[src/rtl/exp_arbiter_pkg.sv]
// Shared definitions for the exponent-unit arbiter: FSM encodings, timeout
// default, float constants and a modular increment helper.
package exp_arbiter_pkg;

  // FSM state encodings
  localparam logic [1:0] StIdle = 2'd0;
  localparam logic [1:0] StArm  = 2'd1;
  localparam logic [1:0] StRun  = 2'd2;
  localparam logic [1:0] StDone = 2'd3;

  localparam int unsigned TimeoutDefault = 64;

  // IEEE-754 single-precision constants
  localparam logic [31:0] FloatZero = 32'h0000_0000;
  localparam logic [31:0] FloatHalf = 32'h3F00_0000;
  localparam logic [31:0] FloatOne  = 32'h3F80_0000;
  localparam logic [31:0] FloatTwo  = 32'h4000_0000;

  // (id + 1) mod n with an explicit wrap, so n need not be a power of two
  function automatic int unsigned wrap_inc(input int unsigned id, input int unsigned n);
    return (id + 1 >= n) ? 0 : id + 1;
  endfunction

endpackage

[src/rtl/exp_arbiter_rr_picker.sv]
// Round-robin priority search: first set request bit at or above rr_ptr,
// wrapping at NUM_REQ.
module exp_arbiter_rr_picker #(
  parameter int unsigned NUM_REQ  = 4,
  parameter int unsigned ID_WIDTH = 2
) (
  input  logic [NUM_REQ-1:0]  req,
  input  logic [ID_WIDTH-1:0] rr_ptr,
  output logic                any,
  output logic [ID_WIDTH-1:0] grant_id
);

  logic [ID_WIDTH-1:0] idx;

  // Walk offsets 0..NUM_REQ-1 from rr_ptr; the first hit wins
  always_comb begin
    any      = 1'b0;
    grant_id = '0;
    idx      = '0;
    for (int unsigned k = 0; k < NUM_REQ; k++) begin
      idx = ID_WIDTH'((32'(rr_ptr) + k) % NUM_REQ);
      if (!any && req[idx]) begin
        any      = 1'b1;
        grant_id = idx;
      end
    end
  end

endmodule

[src/rtl/exp_arbiter.sv]
// Shares one exponent unit between NUM_REQ requesters. Round-robin grant,
// enable-low clear cycle, enable-high run with timeout, one-cycle done pulse.
module exp_arbiter
  import exp_arbiter_pkg::*;
#(
  parameter int unsigned DATA_WIDTH = 32,
  parameter int unsigned NUM_REQ    = 4,
  parameter int unsigned ID_WIDTH   = 2,
  parameter int unsigned TIMEOUT    = TimeoutDefault
) (
  input  logic                          clk,
  input  logic                          reset,
  input  logic [NUM_REQ-1:0]            req,
  input  logic [NUM_REQ*DATA_WIDTH-1:0] x_in,
  output logic [NUM_REQ-1:0]            done,
  output logic [DATA_WIDTH-1:0]         result,
  output logic                          busy,
  output logic                          timeout_err,
  output logic [DATA_WIDTH-1:0]         exp_x,
  output logic                          exp_enable,
  input  logic [DATA_WIDTH-1:0]         exp_output,
  input  logic                          exp_ack
);

  localparam int unsigned CntWidth = $clog2(TIMEOUT + 1);

  logic [1:0]            state_q, state_d;
  logic [ID_WIDTH-1:0]   rr_ptr_q, rr_ptr_d;
  logic [ID_WIDTH-1:0]   cur_id_q, cur_id_d;
  logic [DATA_WIDTH-1:0] x_q, x_d;
  logic [DATA_WIDTH-1:0] result_q, result_d;
  logic                  timeout_err_q, timeout_err_d;
  logic [CntWidth-1:0]   cnt_q, cnt_d;

  logic                  any;
  logic [ID_WIDTH-1:0]   grant_id;
  logic [DATA_WIDTH-1:0] operand [NUM_REQ];

  for (genvar g = 0; g < NUM_REQ; g++) begin : g_operand
    assign operand[g] = x_in[g*DATA_WIDTH +: DATA_WIDTH];
  end

  exp_arbiter_rr_picker #(
    .NUM_REQ (NUM_REQ),
    .ID_WIDTH(ID_WIDTH)
  ) u_picker (
    .req     (req),
    .rr_ptr  (rr_ptr_q),
    .any     (any),
    .grant_id(grant_id)
  );

  // Next-state logic for the job sequencer
  always_comb begin
    state_d       = state_q;
    rr_ptr_d      = rr_ptr_q;
    cur_id_d      = cur_id_q;
    x_d           = x_q;
    result_d      = result_q;
    timeout_err_d = timeout_err_q;
    cnt_d         = cnt_q;
    case (state_q)
      StIdle: begin
        if (any) begin
          cur_id_d = grant_id;
          x_d      = operand[grant_id];
          state_d  = StArm;
        end
      end
      StArm: begin
        // Any ack seen here belongs to the previous job; ignore it
        cnt_d   = '0;
        state_d = StRun;
      end
      StRun: begin
        if (exp_ack) begin
          result_d = exp_output;
          state_d  = StDone;
        end else if (cnt_q == CntWidth'(TIMEOUT - 1)) begin
          result_d      = '0;
          timeout_err_d = 1'b1;
          state_d       = StDone;
        end else begin
          cnt_d = cnt_q + CntWidth'(1);
        end
      end
      StDone: begin
        rr_ptr_d = ID_WIDTH'(wrap_inc(32'(cur_id_q), NUM_REQ));
        state_d  = StIdle;
      end
      default: state_d = StIdle;
    endcase
  end

  // State registers, asynchronously cleared
  always_ff @(posedge clk or posedge reset) begin
    if (reset) begin
      state_q       <= StIdle;
      rr_ptr_q      <= '0;
      cur_id_q      <= '0;
      x_q           <= '0;
      result_q      <= '0;
      timeout_err_q <= 1'b0;
      cnt_q         <= '0;
    end else begin
      state_q       <= state_d;
      rr_ptr_q      <= rr_ptr_d;
      cur_id_q      <= cur_id_d;
      x_q           <= x_d;
      result_q      <= result_d;
      timeout_err_q <= timeout_err_d;
      cnt_q         <= cnt_d;
    end
  end

  // One-hot done pulse for the job owner during DONE
  always_comb begin
    done = '0;
    if (state_q == StDone) begin
      done[cur_id_q] = 1'b1;
    end
  end

  assign exp_x       = x_q;
  assign result      = result_q;
  assign timeout_err = timeout_err_q;
  assign exp_enable  = (state_q == StRun);
  assign busy        = (state_q != StIdle);

endmodule

[config.mk]
export PLATFORM = sky130hd
export DESIGN_NAME = exp_arbiter
export DESIGN_NICKNAME = d
export VERILOG_FILES = /design/src/rtl/exp_arbiter_pkg.sv /design/src/rtl/exp_arbiter_rr_picker.sv /design/src/rtl/exp_arbiter.sv
export SDC_FILE = /design/constraint.sdc
export NUM_CORES = 1
export LEC_CHECK = 0
export BUFFER_PORTS_ARGS = -buffer_cell sky130_fd_sc_hd__buf_2
export CORE_MARGIN = 2
export CORE_UTILIZATION = 48
export CTS_CLUSTER_SIZE = 24
export DETAILED_ROUTE_END_ITERATION = 10
export PLACE_DENSITY_LB_ADDON = 0.12
export SLEW_MARGIN = 5
export SYNTH_ARGS = -nofsm -noshare
export SYNTH_HDL_FRONTEND = slang
export SYNTH_SLANG_ARGS = --single-unit
[constraint.sdc]
create_clock -name clk -period 5.5 [get_ports clk]
set_input_delay 0.275 -clock clk [delete_from_list [all_inputs] [get_ports clk]]
set_output_delay 0.275 -clock clk [all_outputs]
set_load 0.02 [all_outputs]
==> results of run 1 <==
final timing paths:
path | to | slack, ns | from
setup reg to reg | exp_x[10]$_DFFE_PP0P_ | 2.84 | rr_ptr_q[0]$_DFFE_PP0P_
min in group asynchronous | exp_x[5]$_DFFE_PP0P_ | 0.21 | reset
max in group asynchronous | exp_x[12]$_DFFE_PP0P_ | 4.66 | reset
setup / recovery | exp_x[10]$_DFFE_PP0P_ | 2.84 | rr_ptr_q[0]$_DFFE_PP0P_
hold / removal | timeout_err$_DFFE_PP0P_ | 0.13 | exp_ack
hold reg to reg | timeout_err$_DFFE_PP0P_ | 0.46 | timeout_err$_DFFE_PP0P_
Yosys cell counts:
library cell,n
o211ai_1,2
nor4_1,1
nand3_2,1
or2_1,1
nand2b_4,1
o2bb2ai_1,1
nand3_1,2
o32a_1,1
buf_2,5
o21ba_2,1
nor3_1,1
o221ai_1,33
mux2i_1,65
and3_1,1
a211o_1,1
nand4_1,1
nor2_1,5
dfrtp_1,78
nand2b_1,2
o21ai_0,4
or4_1,1
o21ai_1,1
a21boi_0,1
o31ai_1,1
inv_1,11
a31oi_1,2
or2_2,1
nor2b_1,3
and2_1,5
nor2b_2,1
o22ai_1,1
a21oi_1,3
buf_4,1
a21o_1,1
a22o_1,33
mux2_2,2
buf_6,14
a21boi_1,1
clkbuf_1,6
nand2_1,45
o41ai_1,1
ha_1,9
o31a_4,1
report_power, final:
part | total [mW] | leakage [nW] | switching [mW] | internal (mW)
combinational | 1.54 | 1.92 | 0.924 | 0.618
sequential | 0.990 | 0.970 | 0.158 | 0.833
clock | 0.387 | 0.0841 | 0.213 | 0.174
per-layer routing:
metal	global-route usage [%]	part of all wire, %	up-vias
met5	0	0	-
met4	11.3	2.6	0
met3	5.79	9.4	25
met2	38.6	48	170
met1	30.1	40	1720
li1	-	-	1768
state kept, by name (all words and copies together) (netlist names):
name / flops
exp_x: 32
result: 32
cur_id_q: 2
state_q: 2
cnt_q: 7
timeout_err: 1
rr_ptr_q: 2
logic make-up after synthesis:
group | after synthesis | share of synthesized area, %
compound gates | 89 | 18.3
flops | 78 | 47.9
simple gates | 72 | 8.26
mux | 67 | 16.5
buf+inv | 37 | 6.23
fa+ha+maj | 9 | 2.76
cell type report:
| class | instances | area (um^2) |
|---|---|---|
| clock inverters | 6 | 37.5 |
| inverters | 11 | 42.5 |
| well taps | 105 | 131 |
| diodes | 1 | 2.50 |
| multi-input cells | 237 | 1890 |
| clock buffers | 10 | 138 |
| repair buffers | 241 | 1220 |
| fillers | 699 | 2810 |
| flip-flops and latches | 78 | 1950 |
worst max-delay path: stages (launching register included):
cell	delay (ns)
dfrtp_1	0.44
nor2b_2	0.15
a21oi_1	0.09
o221ai_4	0.54
buf_4	0.78
mux2i_1	0.31
o221ai_1	0.15
through the flow:
| stage | util [%] | worst slack, ns | instances |
|---|---|---|---|
| 4_1_cts | 65.8 | 2.81 | 688 |
| 6_report | 65.8 | 2.84 | 689 |
| 2_1_floorplan | - | 3.23 | 352 |
| 5_1_grt | 65.8 | 2.67 | 688 |
| 3_3_place_gp | 63.7 | 2.90 | 672 |
| 3_5_place_dp | 63.7 | 2.76 | 672 |
==> results.cfg, run 1 <==
[run_status]
status = finished, final reports clean

[global_routing]
grt_pass1_wl_mm = 16.6
antenna_found_initial = 0
grt_usage_pct = 23.9
grt_pass1_vias = 3473
gr-total-overflow = 0
grt_max_degree = 79

[pwr]
max-vdd-ir-drop_uv = 324
power_density_mw_per_mm2 = 540
total_power_mw = 2.92
p_leak_nw = 2.97

[sta]
clock.fmax_mhz = 376
slew_headroom_pct = 19.7
min_period_ns = 2.66
whs_ns = 0.134
skew_ns = 0.00608
finalSetupViolCount = 0
setup_tns_ns = 0
worstMarginPinSlew_ns = 1.20
slew_viol_final = 0
rsz0062_at_grt = false
finalHoldViolations = 0
period_share_pct = 48.4

[cts]
numCtsBuffers = 9
htree_num_levels = 3
cts_root_buf = clkbuf_8
cts_tree = yes
postCtsResizedCells = 0
cts.hold.buffers_added = 0
clk_pin_slew_ns = 0.08
cts_buffer_depth = 2
clk_latency_ns = 0.34
cts.sinks = 78
post_cts_buffers = 0

[route]
drc_errors = 0
vias_per_cell = 5.35
dr.first_iter.drc_count = 107
drt_wl_total_mm = 11.8
wl_per_cell_um = 17.1
firstDrtPassIters = 4
ant_nets = 0
vias = 3683

[setup_path]
cp.required_ns = 5.68
critPathCaptureType = flip-flop
crit_type = flip-flop to flip-flop
reg2regPathDepth = 6
critPathMaxFanout = 52
crit_path_start_kind = flip-flop
arrival_ns = 2.84

[cells_and_area]
nets = 754
final_common_cell = buf_2
final_cell_mix = 237 x buf_2, 78 x dfrtp_1, 65 x mux2i_1, 45 x nand2_1, 33 x a22o_1
drive_gt1_share_pct = 46.0
design_area_mm2 = 0.00541
syn2layout_area_growth_pct = 32.7

[yosys]
synth_top_area_cell = dfrtp_1
yosysUniqueCellTypes = 43
synth_area_leaders = dfrtp_1 48%, mux2i_1 16%, a22o_1 7.1%
syn_nets = 528
syn_avg_cell_area_um2 = 11.6
synth-seq-area-share_pct = 47.9
syn-cell-area_mm2 = 0.00407
ys_ff_latch = 78
synth_warnings = 0
synth_cells = 352
synth.top_cell.area_share_pct = 47.9

[placed_design]
dpl_cell_area_mm2 = 0.00523
gp_congestion = 0.842
io_buffers = 237
hpwl_mm = 8.82

[run]
cap_violations = 0

[min_path]
hold_depth = 2
hp-class = input port to flip-flop

[floorplanning]
die-area_mm2 = 0.00924
start_util_pct = 49.6
core_area_mm2 = 0.00822
ios = 238
die-height_um = 96.1
core.rowCount = 33
die_x_um = 96.1
No activity file was read; power rests on OpenSTA's default activity.
==> run 2, diff against run 1 <==
Settings changed: ABC_AREA set to 1, CORE_UTILIZATION 48 to 47.
Clock period 5.5 ns to 2.5 ns, I/O delays scaled along.
==> results.cfg, run 2 <==
[cells_and_area]
drive_gt1_share_pct = 29.1
final_cell_mix = 256 x nand2_1, 237 x buf_2, 118 x nand3_1, 108 x inv_1, 78 x dfrtp_1
fin_util_pct = 64.7
antenna_cells = 0
final_common_cell = nand2_1
nets = 1143
syn2layout_area_growth_pct = 35.2

[placed_design]
hpwl_mm = 10.8
gp_congestion = 0.866
io_buffers = 237
dp_worst_setup_slack_ns = 0.311

[route]
vias_per_cell = 4.92
firstDrtPassIters = 5
dr.first_iter.drc_count = 264
drt_wl_total_mm = 14.8
vias = 5453
ant_nets = 0
drc_errors = 0
wl_per_cell_um = 13.4

[run_status]
status = finished, final reports clean

[yosys]
synth-seq-area-share_pct = 40.1
synth_compound_area_share_pct = 5.91
synth_top_area_cell = dfrtp_1
synth_edf_count = 0
syn_avg_cell_area_um2 = 6.73
syn-cell-area_mm2 = 0.00487
syn_nets = 900
ys_ff_latch = 78
synth_top_family_by_area = simple AND/OR/NAND/NOR gates
ys.flop_type = dfrtp_1
async_reset_ff_share_pct = 100
yosysUniqueCellTypes = 28
synth_warnings = 0
synth_common_cells = 256 x nand2_1, 118 x nand3_1, 109 x inv_1
synth.top_cell.area_share_pct = 40.1
synth-xor-area-share_pct = 0.180
yosys.area_share.simple_pct = 38.1
synth_area_leaders = dfrtp_1 40%, nand2_1 20%, nand3_1 12%
synth.most_common_cell = nand2_1
synthMuxAreaShare_pct = 0
synthAdderAreaFrac_pct = 2.31
synth_cells = 724

[sta]
layout_setup_ws_ns = 0.267
worstMarginPinSlew_ns = 0.629
skew_ns = 0.0104
period_share_pct = 89.3
min_period_ns = 2.23
rsz0062_at_grt = false
whs_ns = 0.0207
slew_headroom_pct = 58.1
finalSetupViolCount = 0
finalHoldViolations = 0
clock.fmax_mhz = 448
setup_tns_ns = 0
slew_viol_final = 0

[cts]
numCtsBuffers = 9
cts_root_buf = clkbuf_8
post_cts_buffers = 0
cts_buffer_depth = 2
cts.hold.buffers_added = 23
htree_num_levels = 3
postCtsResizedCells = 0
clk_pin_slew_ns = 0.08
cts_tree = yes
clk_latency_ns = 0.35
cts.sinks = 78

[setup_path]
worst-path-buf-inv = 3
critPathMaxStageDelay_ns = 0.58
slowest_stage = dfrtp_1
crit_path_start_kind = flip-flop
cp.required_ns = 2.78
arrival_ns = 2.51
critPathCaptureType = flip-flop
crit_type = flip-flop to flip-flop
crit_top_cell = nand2_1
crit_chain = inv_4 -> nand2_1 -> nand3_1 -> nand2_1 -> inv_1 -> nand3_2 -> nand3_4 -> buf_12 -> o21ai_0 -> nand2_1 -> nand3_1
critPathTopFamily = simple AND/OR/NAND/NOR gates
critPathMaxFanout = 42

[global_routing]
grt_max_degree = 48
antenna_found_initial = 1
gr-total-overflow = 0
grt_pass1_wl_mm = 24.3
grt_pass1_vias = 5352
grt_usage_pct = 26.9

[floorplanning]
core.rowCount = 37
die-area_mm2 = 0.0112
die_x_um = 106
ios = 238
core_area_mm2 = 0.0102
start_util_pct = 47.9
die-height_um = 106

[pwr]
power_density_mw_per_mm2 = 1360
max-vdd-ir-drop_uv = 792
p_leak_nw = 4.00

[min_path]
hp-class = input port to flip-flop

[run]
cap_violations = 0
## run 2: changes by cell type after synthesis, sizes merged, moves of 22 or more
cell / delta
a22o: -33
nand4: +22
nand3: +118
o221ai: -33
nand2: +214
mux2i: -65
inv: +102
o21ai: +47
## run 2: cells by family after synthesis
| kind of cell | count (synthesis) |
|---|---|
| AOI/OAI and AO/OA | 57 |
| xor gates and xnor gates | 1 |
| adders and majority gates | 9 |
| buffers and inverters | 157 |
| DFF | 78 |
| and+or+nand+nor | 422 |
## run 2: worst reg2reg max path, delay by kind of cell, from the launching register on
family	cells	cell delay, ns
buffers and inverters	3	0.48
AND/OR/NAND/NOR	7	0.89
flip-flops	1	0.58
AO/OA/AOI/OAI	1	0.21
## run 2: path summary, 6_finish.rpt
kind | start | to | slack [ns] | cells past startpoint
min in group asynchronous | reset | exp_x[11]$_DFFE_PP0P_ | 0.39 | 3
worst max register to register | rr_ptr_q[0]$_DFFE_PP0P_ | exp_x[23]$_DFFE_PP0P_ | 0.27 | 11
max in group asynchronous | reset | exp_x[2]$_DFFE_PP0P_ | 1.43 | 4
worst min-delay path | exp_output[15] | result[15]$_DFFE_PP0P_ | 0.02 | 3
worst min register to register | timeout_err$_DFFE_PP0P_ | timeout_err$_DFFE_PP0P_ | 0.47 | 1
worst max-delay path | rr_ptr_q[0]$_DFFE_PP0P_ | exp_x[23]$_DFFE_PP0P_ | 0.27 | 11
## run 2: cell type report
class | count | area (um^2)
fill | 966 | 3600
multi-input combinational | 489 | 2270
sequential | 78 | 1950
timing repair buffer | 276 | 1570
inverter | 113 | 428
tap | 136 | 170
clock buffer | 11 | 141
clock inverter | 5 | 57.6
## run 2: metal layers
metal	vias up	GRT usage (%)	share of wire (%)
met5	-	0	0.074
met4	2	9.96	2.0
li1	2751	-	-
met1	2462	32.0	40
met3	31	4.21	5.7
met2	207	48.7	52
## run 2: report_power, final
part	total, mW	switching, mW	internal (mW)
combinational	5.78	3.81	1.97
clock	0.973	0.481	0.492
sequential	2.19	0.354	1.84
total	8.94	4.64	4.30
## run 2: metrics by stage
step / cells / area (um^2) / power (mW)
final: 1108 / 6590 / 8.94
after global routing: 1108 / 6590 / 9.79
after CTS: 1108 / 6590 / 8.98
after detailed placement: 1069 / 6160 / 7.94
after global placement: 1069 / 6160 / 7.79
after floorplan: 724 / 4870 / 6.43
